$ cat src/rtl/counter_4bit.sv
// counter_4bit: free-running 4-bit synchronous binary counter
// with async active-low reset and combinational ripple carry.
module counter_4bit (
  input  logic clk,
  input  logic rst_n,
  output logic Qa,
  output logic Qb,
  output logic Qc,
  output logic Qd,
  output logic Rc
);

  logic [3:0] q;

  // count state: cleared at once by reset, else +1 mod 16 each edge
  always_ff @(posedge clk or negedge rst_n) begin
    if (!rst_n) q <= 4'd0;
    else        q <= q + 4'd1;
  end

  assign {Qd, Qc, Qb, Qa} = q;
  assign Rc = &q;

endmodule

$ cat config.mk
export PLATFORM = sky130hd
export DESIGN_NAME = counter_4bit
export DESIGN_NICKNAME = d
export VERILOG_FILES = /design/src/rtl/counter_4bit.sv
export SDC_FILE = /design/constraint.sdc
export NUM_CORES = 1
export LEC_CHECK = 0
export CORE_AREA = 4 4 41 43
export CTS_CLUSTER_DIAMETER = 50
export DETAILED_ROUTE_END_ITERATION = 16
export DIE_AREA = 0 0 45 47
export GPL_ROUTABILITY_DRIVEN = 0
export PLACE_DENSITY = 0.3
export SETUP_SLACK_MARGIN = 0.15
export SLEW_MARGIN = 20
export SYNTH_ARGS = -nofsm -noshare
export SYNTH_HDL_FRONTEND = slang
export SYNTH_SLANG_ARGS = --single-unit
$ cat constraint.sdc
create_clock -name clk -period 0.95 [get_ports clk]
set_input_delay 0.19 -clock clk [delete_from_list [all_inputs] [get_ports clk]]
set_output_delay 0.19 -clock clk [all_outputs]
set_load 0.005 [all_outputs]
==> report_table.html, run 1 <==
<table>
<tr><th>Metric</th><th>Value</th></tr>
<tr><th colspan="2">Synth</th></tr>
<tr><td>Synth Register Bits</td><td>4</td></tr>
<tr><td>Count of synthesis-stage warnings from yosys</td><td>0</td></tr>
<tr><td>Post-synthesis instance area</td><td>146 um2</td></tr>
<tr><td>Post-Synthesis Cells</td><td>10</td></tr>
<tr><td>Sequential element share of the synthesized area</td><td>between 60% and 70%</td></tr>
<tr><td>Unique cell type count in the Yosys netlist</td><td>7</td></tr>
<tr><td>Cell type contributing the most total cell area after synthesis</td><td>sky130_fd_sc_hd__dfrtp_1</td></tr>
<tr><td>Fraction of synthesized cell area taken by the top area cell type</td><td>between 60% and 70%</td></tr>
<tr><td>Syn nets</td><td>13</td></tr>
<tr><td>Average size of a mapped cell</td><td>14.6 um2</td></tr>
<tr><td>Biggest area contributors in the synthesized netlist</td><td>sky130_fd_sc_hd__dfrtp_1 (68%), sky130_fd_sc_hd__ha_1 (8.5%), sky130_fd_sc_hd__xnor2_1 (6.0%)</td></tr>
<tr><th colspan="2">Worst setup path</th></tr>
<tr><td>Required time worst endpoint</td><td>0.76 ns</td></tr>
<tr><td>Crit path kind</td><td>reg -&gt; out</td></tr>
<tr><td>CP max FO</td><td>2</td></tr>
<tr><td>Arrival time at the worst endpoint</td><td>between 1 and 1.5 ns</td></tr>
<tr><td>Nature of the critical path startpoint</td><td>flip-flop</td></tr>
<tr><td>Worst setup EP type</td><td>output pin</td></tr>
<tr><th colspan="2">Placement</th></tr>
<tr><td>Half-perimeter wire length after detailed placement</td><td>267 um</td></tr>
<tr><td>Worst Setup Slack post-DPL</td><td>-0.438 ns</td></tr>
<tr><td>Count of input and output buffers</td><td>6</td></tr>
<tr><td>Number of placed instances, taps included</td><td>37</td></tr>
<tr><th colspan="2">Final layout</th></tr>
<tr><td>Largest register FFs</td><td>4</td></tr>
<tr><td>Final-layout fill cell count</td><td>148</td></tr>
<tr><td>Share of layout cells above drive strength 1</td><td>75.0%</td></tr>
<tr><td>Total inserted antenna cells</td><td>0</td></tr>
<tr><td>Net count of the finished layout</td><td>37</td></tr>
<tr><td>Register with the highest flop count</td><td>q</td></tr>
<tr><td>Final cell count without fillers</td><td>47</td></tr>
<tr><td>Regs by FF count</td><td>q: 4 flops</td></tr>
<tr><td>FF/Latch Area</td><td>between 100 and 150 um2</td></tr>
<tr><td>Multi-input gate area</td><td>between 60 and 70 um2</td></tr>
<tr><td>Signed area change from the synthesized netlist to the final layout</td><td>166%</td></tr>
<tr><th colspan="2">Floorplanning</th></tr>
<tr><td>Effective utilization at floorplan</td><td>between 10 and 15%</td></tr>
<tr><td>Number of rows created at floorplan</td><td>13</td></tr>
<tr><td>Floorplan die height</td><td>47 um</td></tr>
<tr><td>Horizontal die dimension</td><td>45 um</td></tr>
<tr><td>IO Pins</td><td>7</td></tr>
<tr><td>Area of the core region</td><td>1300 um2</td></tr>
<tr><td>Die Area</td><td>2120 um2</td></tr>
<tr><th colspan="2">CTS</th></tr>
<tr><td>Clock tree root buffer cell</td><td>sky130_fd_sc_hd__clkbuf_4</td></tr>
<tr><td># H-tree levels</td><td>1</td></tr>
<tr><td>Clk slew on worst S/H paths</td><td>0.04 ns</td></tr>
<tr><td>Clock insertion delay at the later pin of the skew report</td><td>roughly 0.23 ns</td></tr>
<tr><td>Clock tree from TritonCTS</td><td>built</td></tr>
<tr><td>Maximum buffer depth of the clock tree</td><td>2</td></tr>
<tr><td>Number of buffers inserted during clock tree synthesis</td><td>3</td></tr>
<tr><td>Sink Count</td><td>4</td></tr>
<tr><th colspan="2">GRT</th></tr>
<tr><td>All-layer global routing usage</td><td>approximately 5.5%</td></tr>
<tr><td>Overflow after GRT</td><td>0</td></tr>
<tr><td>Global-route wire length before repair</td><td>around 700 um</td></tr>
<tr><td>Antenna violations before repair</td><td>0</td></tr>
<tr><td>Via count of the first global-routing pass</td><td>between 150 and 200</td></tr>
<tr><td>Largest net degree at the start of global routing</td><td>5</td></tr>
<tr><th colspan="2">Detailed routing</th></tr>
<tr><td>DR DRC count</td><td>0</td></tr>
<tr><td>Total wire length</td><td>approximately 450 um</td></tr>
<tr><td>Violation count after the first detailed-routing iteration</td><td>2</td></tr>
<tr><td>Average detailed-routed wire length per instance</td><td>9.55 um</td></tr>
<tr><td>Router iterations before antenna repair</td><td>3</td></tr>
<tr><td>Antenna violation net count after detailed routing</td><td>0</td></tr>
<tr><td>Routed vias</td><td>173</td></tr>
<tr><td>Number of vias per cell after detailed routing</td><td>approximately 3.7</td></tr>
<tr><th colspan="2">STA</th></tr>
<tr><td>Maximum clock frequency</td><td>0.793 GHz</td></tr>
<tr><td>Final Worst Setup Slack</td><td>-0.310 ns</td></tr>
<tr><td>RSZ-0062 raised after global routing</td><td>yes</td></tr>
<tr><td>Aggregate negative setup slack</td><td>-1.13 ns</td></tr>
<tr><td>Skew final</td><td>0.00312 ns</td></tr>
<tr><td>Number of endpoints failing setup at the final stage</td><td>7</td></tr>
<tr><td>Share of the cycle needed by the critical path after routing</td><td>133%</td></tr>
<tr><td>Max Transition Viols Final</td><td>0</td></tr>
<tr><td>Count of endpoints failing hold in the final timing report</td><td>0</td></tr>
<tr><td>Shortest clock period the worst path allows after layout</td><td>roughly 1.3 ns</td></tr>
<tr><td>Relative slew slack</td><td>87.2%</td></tr>
<tr><td>Worst-Margin Slew</td><td>about 0.19 ns</td></tr>
<tr><th colspan="2">Worst hold path</th></tr>
<tr><td>Hold Path Class</td><td>in -&gt; async</td></tr>
<tr><th colspan="2">Power</th></tr>
<tr><td>Ratio of total power to cell area</td><td>994 nW/um2</td></tr>
<tr><td>Highest ir drop seen on vdd</td><td>around 0.68 mV</td></tr>
<tr><td>Leakage power summed over all cells</td><td>0.203 nW</td></tr>
<tr><th colspan="2">Run status</th></tr>
<tr><td>Result of the run</td><td>complete, but fails checks</td></tr>
<tr><td>Violated checks</td><td>setup timing</td></tr>
<tr><th colspan="2">Run</th></tr>
<tr><td>Number of maximum-capacitance violations</td><td>0</td></tr>
</table>
[cell usage after synthesis (all sizes together)]
master  count
dfrtp       4
and3        1
ha          1
inv         1
nand3       1
xnor2       1
xor2        1
[path summary, 6_finish.rpt]
| path | to | slack (ns) | startpoint | depth (start not counted) |
|---|---|---|---|---|
| max in group asynchronous | q[0]$_DFF_PN0_ | 0.62 | rst_n | 1 |
| hold reg to reg | q[1]$_DFF_PN0_ | 0.56 | q[0]$_DFF_PN0_ | 1 |
| setup / recovery | Rc | -0.31 | q[1]$_DFF_PN0_ | 3 |
| min in group clk | q[1]$_DFF_PN0_ | 0.56 | q[0]$_DFF_PN0_ | 1 |
| hold / removal | q[2]$_DFF_PN0_ | 0.16 | rst_n | 1 |
| setup reg to reg | q[2]$_DFF_PN0_ | -0.11 | q[1]$_DFF_PN0_ | 4 |
[through the flow]
stage | utilization (%) | total power, mW | hold slack [ns] | cell area (um2)
floorplan | - | 0.174 | -0.106 | 153
global placement | 21.3 | 0.181 | 0.420 | 277
detailed placement | 21.3 | 0.181 | 0.415 | 277
CTS | 27.4 | 0.398 | 0.165 | 357
global route | 29.9 | 0.415 | 0.168 | 389
finish | 29.9 | 0.387 | 0.162 | 389
[what timing repair did]
action,CTS,global route
setup endpoints to repair,7,9
setup buffers,5,2
hold buffers,0,0
cloned,0,0
pin swaps,2,1
resized for setup,29,3
[layout by cell type, fill, tap and decap left out]
master	instances
sky130_fd_sc_hd__buf_4	7
sky130_fd_sc_hd__buf_6	10
sky130_fd_sc_hd__clkdlybuf4s50_1	1
sky130_fd_sc_hd__xor2_1	1
sky130_fd_sc_hd__buf_2	1
sky130_fd_sc_hd__xnor2_1	1
sky130_fd_sc_hd__ha_4	1
sky130_fd_sc_hd__inv_1	1
sky130_fd_sc_hd__dfrtp_1	4
sky130_fd_sc_hd__and3_4	1
sky130_fd_sc_hd__nand3_2	1
sky130_fd_sc_hd__clkbuf_4	3
[layout make-up]
cell class | count | share of cell area (%)
Sequential cell | 4 | 25.7
Inverter | 1 | 0.965
Multi-Input combinational cell | 5 | 16.4
Clock buffer | 3 | 5.79
Tap cell | 15 | 4.82
Timing Repair Buffer | 19 | 46.3
[cell families (layout without fill, tap and decap cells)]
kind of cell / Yosys count / count (layout) / synth area share [%]
xor+xnor: 2 / 2 / 12.0
flops: 4 / 4 / 68.4
buf+inv: 1 / 23 / 2.56
fa+ha+maj: 1 / 1 / 8.55
simple gates: 2 / 2 / 8.55
[per-layer routing]
metal / wire (um) / GRT usage (%)
met5: 0 / 0
met2: 218 / 7.63
met4: 0 / 1.75
met1: 182 / 5.52
met3: 49 / 5.75
[worst max-delay path, stage by stage (launching register included)]
cell	delay (ns)
sky130_fd_sc_hd__dfrtp_1	0.41
sky130_fd_sc_hd__ha_4	0.18
sky130_fd_sc_hd__and3_4	0.14
sky130_fd_sc_hd__buf_6	0.11
[where the power goes]
part / internal, mW / leakage [nW] / switching, mW
Combinational: 0.00366 / 0.137 / 0.00320
Clock: 0.141 / 0.0138 / 0.0675
Sequential: 0.171 / 0.0518 / 0
Total: 0.316 / 0.203 / 0.0707
Note: power is estimated with default switching activity, not from simulation.
==> inputs of run 2 (changes only) <==
--- a/config.mk
+++ b/config.mk
@@ -11,6 +11,7 @@
 export DIE_AREA = 0 0 45 47
 export GPL_ROUTABILITY_DRIVEN = 0
 export PLACE_DENSITY = 0.3
+export RECOVER_POWER = 50
 export SETUP_SLACK_MARGIN = 0.15
 export SLEW_MARGIN = 20
 export SYNTH_ARGS = -nofsm -noshare
==> constraint.sdc (replaced) <==
create_clock -name clk -period 0.95 [get_ports clk]
set_input_delay 0.1425 -clock clk [delete_from_list [all_inputs] [get_ports clk]]
set_output_delay 0.1425 -clock clk [all_outputs]
set_load 0.005 [all_outputs]
==> run 2 against run 1 <==
The run still ends with setup timing left. Via count did not move. Final cell count did not move. Clock skew did not move. Wire length did not move. Worst hold slack improved by 0.023 ns. Die area did not move. Critical path type unchanged.
==> report_table.html, run 2 (synthesis results as in run 1) <==
<table>
<tr><th>Metric</th><th>Value</th></tr>
<tr><th colspan="2">Detailed routing</th></tr>
<tr><td>Antenna violation net count after detailed routing</td><td>0 (unchanged)</td></tr>
<tr><td>DR DRC count</td><td>0 (unchanged)</td></tr>
<tr><td>Router iterations before antenna repair</td><td>3 (unchanged)</td></tr>
<tr><td>Average detailed-routed wire length per instance</td><td>9.55 um (unchanged)</td></tr>
<tr><td>Routed vias</td><td>173 (unchanged)</td></tr>
<tr><td>Total wire length</td><td>449 um (unchanged)</td></tr>
<tr><td>Number of vias per cell after detailed routing</td><td>3.68 (unchanged)</td></tr>
<tr><td>Violation count after the first detailed-routing iteration</td><td>2 (unchanged)</td></tr>
<tr><th colspan="2">GRT</th></tr>
<tr><td>Largest net degree at the start of global routing</td><td>5 (unchanged)</td></tr>
<tr><td>All-layer global routing usage</td><td>5.47% (unchanged)</td></tr>
<tr><td>Antenna violations before repair</td><td>0 (unchanged)</td></tr>
<tr><td>Via count of the first global-routing pass</td><td>169 (unchanged)</td></tr>
<tr><td>Overflow after GRT</td><td>0 (unchanged)</td></tr>
<tr><td>Global-route wire length before repair</td><td>696 um (unchanged)</td></tr>
<tr><th colspan="2">STA</th></tr>
<tr><td>Worst-Margin Slew</td><td>0.197 ns (+0.00553 ns)</td></tr>
<tr><td>RSZ-0062 raised after global routing</td><td>yes</td></tr>
<tr><td>Aggregate negative setup slack</td><td>-0.889 ns (+0.238 ns)</td></tr>
<tr><td>Hold WS</td><td>0.185 ns (+0.0226 ns)</td></tr>
<tr><td>Count of endpoints failing hold in the final timing report</td><td>0 (unchanged)</td></tr>
<tr><td>Skew final</td><td>0.00312 ns (unchanged)</td></tr>
<tr><td>Max Transition Viols Final</td><td>0 (unchanged)</td></tr>
<tr><td>Shortest clock period the worst path allows after layout</td><td>1.21 ns (-0.0475 ns)</td></tr>
<tr><td>Share of the cycle needed by the critical path after routing</td><td>128% (-5.0 points)</td></tr>
<tr><td>Maximum clock frequency</td><td>0.825 GHz (+3.9%)</td></tr>
<tr><td>Relative slew slack</td><td>86.8% (-0.37 points)</td></tr>
<tr><td>Final Worst Setup Slack</td><td>-0.263 ns (+0.0475 ns)</td></tr>
<tr><td>Number of endpoints failing setup at the final stage</td><td>7 (unchanged)</td></tr>
<tr><th colspan="2">Placement</th></tr>
<tr><td>Half-perimeter wire length after detailed placement</td><td>267 um (unchanged)</td></tr>
<tr><td>Total cell area at the placement stage</td><td>277 um2 (unchanged)</td></tr>
<tr><td>Count of input and output buffers</td><td>6 (unchanged)</td></tr>
<tr><td>Number of placed instances, taps included</td><td>37 (unchanged)</td></tr>
<tr><td>Worst Setup Slack post-DPL</td><td>-0.390 ns (+0.0475 ns)</td></tr>
<tr><th colspan="2">Floorplanning</th></tr>
<tr><td>Horizontal die dimension</td><td>45 um (unchanged)</td></tr>
<tr><td>Number of rows created at floorplan</td><td>13 (unchanged)</td></tr>
<tr><td>IO Pins</td><td>7 (unchanged)</td></tr>
<tr><td>Area of the core region</td><td>1300 um2 (unchanged)</td></tr>
<tr><td>Floorplan die height</td><td>47 um (unchanged)</td></tr>
<tr><td>Die Area</td><td>2120 um2 (unchanged)</td></tr>
<tr><td>Effective utilization at floorplan</td><td>11.2% (unchanged)</td></tr>
<tr><th colspan="2">CTS</th></tr>
<tr><td># H-tree levels</td><td>1 (unchanged)</td></tr>
<tr><td>Sink Count</td><td>4 (unchanged)</td></tr>
<tr><td>Number of buffers inserted during clock tree synthesis</td><td>3 (unchanged)</td></tr>
<tr><td>Clock insertion delay at the later pin of the skew report</td><td>0.23 ns (about the same)</td></tr>
<tr><td>Clock tree from TritonCTS</td><td>built</td></tr>
<tr><td>Clk slew on worst S/H paths</td><td>0.04 ns (about the same)</td></tr>
<tr><td>Maximum buffer depth of the clock tree</td><td>2 (unchanged)</td></tr>
<tr><td>Clock tree root buffer cell</td><td>sky130_fd_sc_hd__clkbuf_4</td></tr>
<tr><th colspan="2">Worst setup path</th></tr>
<tr><td>Required time worst endpoint</td><td>0.81 ns (+0.05 ns)</td></tr>
<tr><td>Arrival time at the worst endpoint</td><td>1.07 ns (about the same)</td></tr>
<tr><td>Worst reg-to-reg path cell count</td><td>4 (unchanged)</td></tr>
<tr><td>Nature of the critical path startpoint</td><td>flip-flop</td></tr>
<tr><td>Crit path kind</td><td>reg -&gt; out</td></tr>
<tr><td>CP max FO</td><td>2 (unchanged)</td></tr>
<tr><td>Worst setup EP type</td><td>output pin</td></tr>
<tr><th colspan="2">Final layout</th></tr>
<tr><td>Signed area change from the synthesized netlist to the final layout</td><td>166% (unchanged)</td></tr>
<tr><td>Final cell count without fillers</td><td>47 (unchanged)</td></tr>
<tr><td>Register with the highest flop count</td><td>q</td></tr>
<tr><td>Share of layout cells above drive strength 1</td><td>75.0% (unchanged)</td></tr>
<tr><td>Regs by FF count</td><td>q: 4 flops</td></tr>
<tr><td>Fraction of the core area covered by cells at the end of the flow</td><td>29.9% (unchanged)</td></tr>
<tr><td>Net count of the finished layout</td><td>37 (unchanged)</td></tr>
<tr><td>Top library cells by usage in the layout, fill and taps aside</td><td>sky130_fd_sc_hd__buf_6 (10), sky130_fd_sc_hd__buf_4 (7), sky130_fd_sc_hd__dfrtp_1 (4), sky130_fd_sc_hd__clkbuf_4 (3)</td></tr>
<tr><td>Most common cell after layout, fill and taps aside</td><td>sky130_fd_sc_hd__buf_6</td></tr>
<tr><td>Non-Filler Cell Area, Final</td><td>389 um2 (unchanged)</td></tr>
<tr><td>Total inserted antenna cells</td><td>0 (unchanged)</td></tr>
<tr><td>Final-layout fill cell count</td><td>148 (unchanged)</td></tr>
<tr><td>Largest register FFs</td><td>4 (unchanged)</td></tr>
<tr><th colspan="2">Run</th></tr>
<tr><td>Number of maximum-capacitance violations</td><td>0 (unchanged)</td></tr>
<tr><th colspan="2">Power</th></tr>
<tr><td>Highest ir drop seen on vdd</td><td>0.679 mV (about the same)</td></tr>
<tr><td>Leakage power summed over all cells</td><td>0.203 nW (+0.13%)</td></tr>
<tr><td>Ratio of total power to cell area</td><td>992 nW/um2 (-0.21%)</td></tr>
<tr><td>Overall power after layout</td><td>0.386 mW (-0.21%)</td></tr>
<tr><th colspan="2">Worst hold path</th></tr>
<tr><td>Hold Path Class</td><td>in -&gt; async</td></tr>
<tr><th colspan="2">Run status</th></tr>
<tr><td>Result of the run</td><td>complete, but fails checks</td></tr>
<tr><td>Violated checks</td><td>setup timing</td></tr>
</table>
-- run 2: path summary, 6_finish.rpt --
| check | from | endpoint | slack [ns] |
|---|---|---|---|
| max | q[1]$_DFF_PN0_ | Rc | -0.26 |
| min reg2reg | q[0]$_DFF_PN0_ | q[1]$_DFF_PN0_ | 0.56 |
| min | rst_n | q[2]$_DFF_PN0_ | 0.18 |
| max in group asynchronous | rst_n | q[0]$_DFF_PN0_ | 0.59 |
| min in group clk | q[0]$_DFF_PN0_ | q[1]$_DFF_PN0_ | 0.56 |
| max reg2reg | q[1]$_DFF_PN0_ | q[2]$_DFF_PN0_ | -0.11 |
-- run 2: area by class of cell --
type / count / area (um2) / area share (%)
timing repair buffer: 19 / 180 / 46.3
sequential: 4 / 100 / 25.7
multi-input combinational: 5 / 63.8 / 16.4
clock buffer: 3 / 22.5 / 5.79
tap: 15 / 18.8 / 4.82
inverter: 1 / 3.75 / 0.965
-- run 2: worst max-delay path: stages (launching register included) --
cell                      delay, ns
sky130_fd_sc_hd__dfrtp_1       0.41
sky130_fd_sc_hd__ha_4          0.18
sky130_fd_sc_hd__and3_4        0.14
sky130_fd_sc_hd__buf_6         0.11
-- run 2: report_power, final --
group	total [mW]	switching, mW	internal, mW
sequential	0.171	0	0.171
clock	0.209	0.0675	0.141
combinational	0.00603	0.00320	0.00283
-- run 2: what timing repair did --
item                       in CTS  in global routing
pin swaps                       2                  1
hold buffers                    0                  0
setup endpoints to repair       7                  9
resized for setup              29                  3
setup buffers                   5                  2
-- run 2: layer usage --
metal,GRT usage (%),vias to the layer above,wire [um]
met2,7.63,12,218
li1,-,79,-
met5,0,-,0
met3,5.75,0,49
met1,5.52,82,181
met4,1.75,0,0
==> inputs of run 3 (changes only) <==
--- a/config.mk
+++ b/config.mk
@@ -5,11 +5,13 @@
 export SDC_FILE = /design/constraint.sdc
 export NUM_CORES = 1
 export LEC_CHECK = 0
+export ABC_AREA = 1
 export CORE_AREA = 4 4 41 43
 export CTS_CLUSTER_DIAMETER = 50
 export DETAILED_ROUTE_END_ITERATION = 16
 export DIE_AREA = 0 0 45 47
 export GPL_ROUTABILITY_DRIVEN = 0
+export GPL_TIMING_DRIVEN = 0
 export PLACE_DENSITY = 0.3
 export RECOVER_POWER = 50
 export SETUP_SLACK_MARGIN = 0.15
==> run 3 against run 2 <==
The flow still finishes with violations (setup timing). Total power is 1.3% higher. Clock skew grew 0.0016 ns. Global-route usage grew 0.63 points. Sequential power barely moved. Die area unchanged.
==> report_table.html, run 3 <==
<table>
<tr><th>Metric</th><th>Value</th></tr>
<tr><th colspan="2">Synth</th></tr>
<tr><td>Post-synthesis instance area</td><td>155 um2 (+6.0%)</td></tr>
<tr><td>Cell with the most instances after synthesis</td><td>sky130_fd_sc_hd__dfrtp_1</td></tr>
<tr><td>Synth Area in Adders</td><td>8.06% (-0.48 points)</td></tr>
<tr><td>Sequential element share of the synthesized area</td><td>64.5% (-3.9 points)</td></tr>
<tr><td>Number of flops mapped to enable cells by yosys</td><td>0 (unchanged)</td></tr>
<tr><td>Fraction of synthesized cell area taken by the top area cell type</td><td>64.5% (-3.9 points)</td></tr>
<tr><td>Biggest area contributors in the synthesized netlist</td><td>sky130_fd_sc_hd__dfrtp_1 (65%), sky130_fd_sc_hd__ha_1 (8.1%), sky130_fd_sc_hd__nand2_1 (7.3%)</td></tr>
<tr><td>Synthesized-area fraction occupied by and/or/nand/nor cells</td><td>16.9% (+8.4 points)</td></tr>
<tr><td>Post-synthesis share of cell area spent on xor and xnor gates</td><td>5.65% (-6.3 points)</td></tr>
<tr><td>Most used flip-flop cell after synthesis</td><td>sky130_fd_sc_hd__dfrtp_1</td></tr>
<tr><td>Post-Synthesis Cells</td><td>14 (+4)</td></tr>
<tr><td>Syn nets</td><td>17 (+4)</td></tr>
<tr><td>Main combinational cell family by area after synthesis</td><td>simple AND/OR/NAND/NOR gates</td></tr>
<tr><td>Top cells by count, synth</td><td>sky130_fd_sc_hd__dfrtp_1 (4), sky130_fd_sc_hd__nand2_1 (3), sky130_fd_sc_hd__inv_1 (2)</td></tr>
<tr><td>Portion of netlist area occupied by mux cells</td><td>0% (unchanged)</td></tr>
<tr><td>Count of synthesis-stage warnings from yosys</td><td>0 (unchanged)</td></tr>
<tr><td>Average size of a mapped cell</td><td>11.1 um2 (-24%)</td></tr>
<tr><td>Share of synthesized flip-flops with an asynchronous set or reset</td><td>100% (unchanged)</td></tr>
<tr><td>Synth Register Bits</td><td>4 (unchanged)</td></tr>
<tr><td>Unique cell type count in the Yosys netlist</td><td>8 (+1)</td></tr>
<tr><td>Post-synthesis compound-gate area fraction</td><td>0% (unchanged)</td></tr>
<tr><td>Cell type contributing the most total cell area after synthesis</td><td>sky130_fd_sc_hd__dfrtp_1</td></tr>
<tr><th colspan="2">Run status</th></tr>
<tr><td>Result of the run</td><td>complete, but fails checks</td></tr>
<tr><td>Violated checks</td><td>setup timing</td></tr>
<tr><th colspan="2">Detailed routing</th></tr>
<tr><td>Average detailed-routed wire length per instance</td><td>9.83 um (+2.9%)</td></tr>
<tr><td>Antenna violation net count after detailed routing</td><td>0 (unchanged)</td></tr>
<tr><td>DR DRC count</td><td>0 (unchanged)</td></tr>
<tr><td>Routed vias</td><td>170 (-1.7%)</td></tr>
<tr><td>Number of vias per cell after detailed routing</td><td>3.54 (-3.8%)</td></tr>
<tr><td>Total wire length</td><td>472 um (+5.1%)</td></tr>
<tr><td>Violation count after the first detailed-routing iteration</td><td>3 (+1)</td></tr>
<tr><td>Router iterations before antenna repair</td><td>2 (-1)</td></tr>
<tr><th colspan="2">Worst setup path</th></tr>
<tr><td>Nature of the critical path startpoint</td><td>flip-flop</td></tr>
<tr><td>Launch instance of the worst register-to-register path</td><td>q[0]$_DFF_PN0_</td></tr>
<tr><td>Arrival time at the worst endpoint</td><td>1.03 ns (-0.04 ns)</td></tr>
<tr><td>Worst reg-to-reg path cell count</td><td>4 (unchanged)</td></tr>
<tr><td>Worst setup EP type</td><td>output pin</td></tr>
<tr><td>Crit path kind</td><td>reg -&gt; out</td></tr>
<tr><td>Required time worst endpoint</td><td>0.81 ns (about the same)</td></tr>
<tr><td>End of the worst register-to-register path</td><td>q[2]$_DFF_PN0_</td></tr>
<tr><td>CP max FO</td><td>2 (unchanged)</td></tr>
<tr><td>Worst reg-to-reg setup slack</td><td>-0.11 ns (about the same)</td></tr>
<tr><th colspan="2">STA</th></tr>
<tr><td>Share of the cycle needed by the critical path after routing</td><td>124% (-4.1 points)</td></tr>
<tr><td>Worst-Margin Slew</td><td>0.210 ns (+0.0132 ns)</td></tr>
<tr><td>Final Worst Setup Slack</td><td>-0.224 ns (+0.0391 ns)</td></tr>
<tr><td>Relative slew slack</td><td>85.9% (-0.88 points)</td></tr>
<tr><td>Number of endpoints failing setup at the final stage</td><td>7 (unchanged)</td></tr>
<tr><td>Max Transition Viols Final</td><td>0 (unchanged)</td></tr>
<tr><td>Maximum clock frequency</td><td>0.852 GHz (+3.3%)</td></tr>
<tr><td>Aggregate negative setup slack</td><td>-0.781 ns (+0.108 ns)</td></tr>
<tr><td>Count of endpoints failing hold in the final timing report</td><td>0 (unchanged)</td></tr>
<tr><td>Skew final</td><td>0.00467 ns (+0.00155 ns)</td></tr>
<tr><td>RSZ-0062 raised after global routing</td><td>yes</td></tr>
<tr><td>Shortest clock period the worst path allows after layout</td><td>1.17 ns (-0.0391 ns)</td></tr>
<tr><th colspan="2">CTS</th></tr>
<tr><td>Clock tree from TritonCTS</td><td>built</td></tr>
<tr><td>Post-cts hold buffer count</td><td>0 (unchanged)</td></tr>
<tr><td>Number of buffers inserted during clock tree synthesis</td><td>3 (unchanged)</td></tr>
<tr><td>Sink Count</td><td>4 (unchanged)</td></tr>
<tr><td>Maximum buffer depth of the clock tree</td><td>2 (unchanged)</td></tr>
<tr><td># H-tree levels</td><td>1 (unchanged)</td></tr>
<tr><td>Clock insertion delay at the later pin of the skew report</td><td>0.24 ns (about the same)</td></tr>
<tr><td>Clock tree root buffer cell</td><td>sky130_fd_sc_hd__clkbuf_4</td></tr>
<tr><td>Clk slew on worst S/H paths</td><td>0.04 ns (about the same)</td></tr>
<tr><th colspan="2">GRT</th></tr>
<tr><td>All-layer global routing usage</td><td>6.11% (+0.63 points)</td></tr>
<tr><td>Antenna violations before repair</td><td>0 (unchanged)</td></tr>
<tr><td>Via count of the first global-routing pass</td><td>180 (+6.5%)</td></tr>
<tr><td>Largest net degree at the start of global routing</td><td>5 (unchanged)</td></tr>
<tr><td>Global-route wire length before repair</td><td>779 um (+12%)</td></tr>
<tr><td>Overflow after GRT</td><td>0 (unchanged)</td></tr>
<tr><th colspan="2">Final layout</th></tr>
<tr><td>Regs by FF count</td><td>q: 4 flops</td></tr>
<tr><td>Total inserted antenna cells</td><td>0 (unchanged)</td></tr>
<tr><td>Non-Filler Cell Area, Final</td><td>335 um2 (-14%)</td></tr>
<tr><td>Signed area change from the synthesized netlist to the final layout</td><td>116%</td></tr>
<tr><td>Largest register FFs</td><td>4 (unchanged)</td></tr>
<tr><td>Net count of the finished layout</td><td>38 (+2.7%)</td></tr>
<tr><td>Most common cell after layout, fill and taps aside</td><td>sky130_fd_sc_hd__buf_4</td></tr>
<tr><td>Fraction of the core area covered by cells at the end of the flow</td><td>25.8% (-4.1 points)</td></tr>
<tr><td>Top library cells by usage in the layout, fill and taps aside</td><td>sky130_fd_sc_hd__buf_4 (7), sky130_fd_sc_hd__buf_6 (4), sky130_fd_sc_hd__dfrtp_1 (4), sky130_fd_sc_hd__clkbuf_4 (3)</td></tr>
<tr><td>Register with the highest flop count</td><td>q</td></tr>
<tr><td>Share of layout cells above drive strength 1</td><td>60.6% (-14 points)</td></tr>
<tr><td>Final cell count without fillers</td><td>48 (+2.1%)</td></tr>
<tr><th colspan="2">Floorplanning</th></tr>
<tr><td>Area of the core region</td><td>1300 um2 (unchanged)</td></tr>
<tr><td>Effective utilization at floorplan</td><td>11.9% (+0.67 points)</td></tr>
<tr><td>Die Area</td><td>2120 um2 (unchanged)</td></tr>
<tr><td>Horizontal die dimension</td><td>45 um (unchanged)</td></tr>
<tr><td>Floorplan die height</td><td>47 um (unchanged)</td></tr>
<tr><td>Number of rows created at floorplan</td><td>13 (unchanged)</td></tr>
<tr><td>IO Pins</td><td>7 (unchanged)</td></tr>
<tr><th colspan="2">Power</th></tr>
<tr><td>Leakage power summed over all cells</td><td>0.186 nW (-8.5%)</td></tr>
<tr><td>Ratio of total power to cell area</td><td>1170 nW/um2 (+18%)</td></tr>
<tr><td>Overall power after layout</td><td>0.391 mW (+1.3%)</td></tr>
<tr><td>Highest ir drop seen on vdd</td><td>0.467 mV (-31%)</td></tr>
<tr><th colspan="2">Run</th></tr>
<tr><td>Number of maximum-capacitance violations</td><td>0 (unchanged)</td></tr>
<tr><th colspan="2">Placement</th></tr>
<tr><td>Half-perimeter wire length after detailed placement</td><td>242 um (-9.6%)</td></tr>
<tr><td>Count of input and output buffers</td><td>6 (unchanged)</td></tr>
<tr><td>Total cell area at the placement stage</td><td>236 um2 (-14%)</td></tr>
<tr><td>Number of placed instances, taps included</td><td>35 (-5.4%)</td></tr>
<tr><th colspan="2">Worst hold path</th></tr>
<tr><td>Hold Path Class</td><td>in -&gt; async</td></tr>
</table>
[run 3: cell count changes after synthesis]
cell | previous run | this run
sky130_fd_sc_hd__nand2_1 | 0 | 3
sky130_fd_sc_hd__and3_2 | 1 | 0
sky130_fd_sc_hd__inv_1 | 1 | 2
sky130_fd_sc_hd__nand4_1 | 0 | 1
sky130_fd_sc_hd__nor2_1 | 0 | 1
sky130_fd_sc_hd__xnor2_1 | 1 | 0
[run 3: worst max-delay path by stage]
stage | start | to | slack (ns) | cells after the start
floorplan | q[0]$_DFF_PN0_ | Rc | 0.06 | 3
global placement | q[0]$_DFF_PN0_ | Rc | -0.46 | 4
detailed placement | q[0]$_DFF_PN0_ | Rc | -0.48 | 4
CTS | q[1]$_DFF_PN0_ | Rc | -0.21 | 4
global route | q[1]$_DFF_PN0_ | Rc | -0.30 | 4
finish | q[1]$_DFF_PN0_ | Rc | -0.22 | 4
[run 3: power breakdown]
group	leakage, nW	internal [mW]	total [mW]	switching, mW
clock network	0.0138	0.141	0.213	0.0719
logic	0.120	0.00284	0.00628	0.00344
registers	0.0518	0.171	0.171	0
total	0.186	0.316	0.391	0.0754
[run 3: cells by family (layout without fill, tap and decap cells)]
family                   Yosys count  count (layout)
XOR/XNOR                           1               1
adder cells (fa/ha/maj)            1               1
buffers and inverters              2              21
flip-flops                         4               4
AND/OR/NAND/NOR                    6               6
[run 3: critical path: stages (launching register included)]
cell                      delay (ns)
sky130_fd_sc_hd__dfrtp_1        0.35
sky130_fd_sc_hd__ha_2           0.20
sky130_fd_sc_hd__nand2_2        0.05
sky130_fd_sc_hd__nor2_2         0.09
sky130_fd_sc_hd__buf_2          0.11
[run 3: routing by layer]
layer,part of all wire [%],track usage [%]
met1,42,5.75
met2,44,7.91
met3,14,6.90
met4,0,3.51
met5,0,0
[run 3: what timing repair did]
action | 4_1_cts | 5_1_grt
setup buffers | 7 | 3
endpoints found under the setup margin | 7 | 8
pin swaps | 2 | 2
cloned | 0 | 0
gates resized for setup | 14 | 7
[run 3: per-stage QoR]
step,hold WS (ns),worst slack (ns)
3_3_place_gp,0.368,-0.462
2_1_floorplan,-0.153,0.0642
4_1_cts,0.112,-0.214
5_1_grt,0.184,-0.304
6_report,0.185,-0.224
3_5_place_dp,0.367,-0.477
[run 3: final cells by class]
cell class	count	area [um2]
clock buffers	3	22.5
well taps	15	18.8
inverters	2	7.51
fillers	148	966
multi-input cells	8	55.1
repair buffers	16	131
flip-flops and latches	4	100
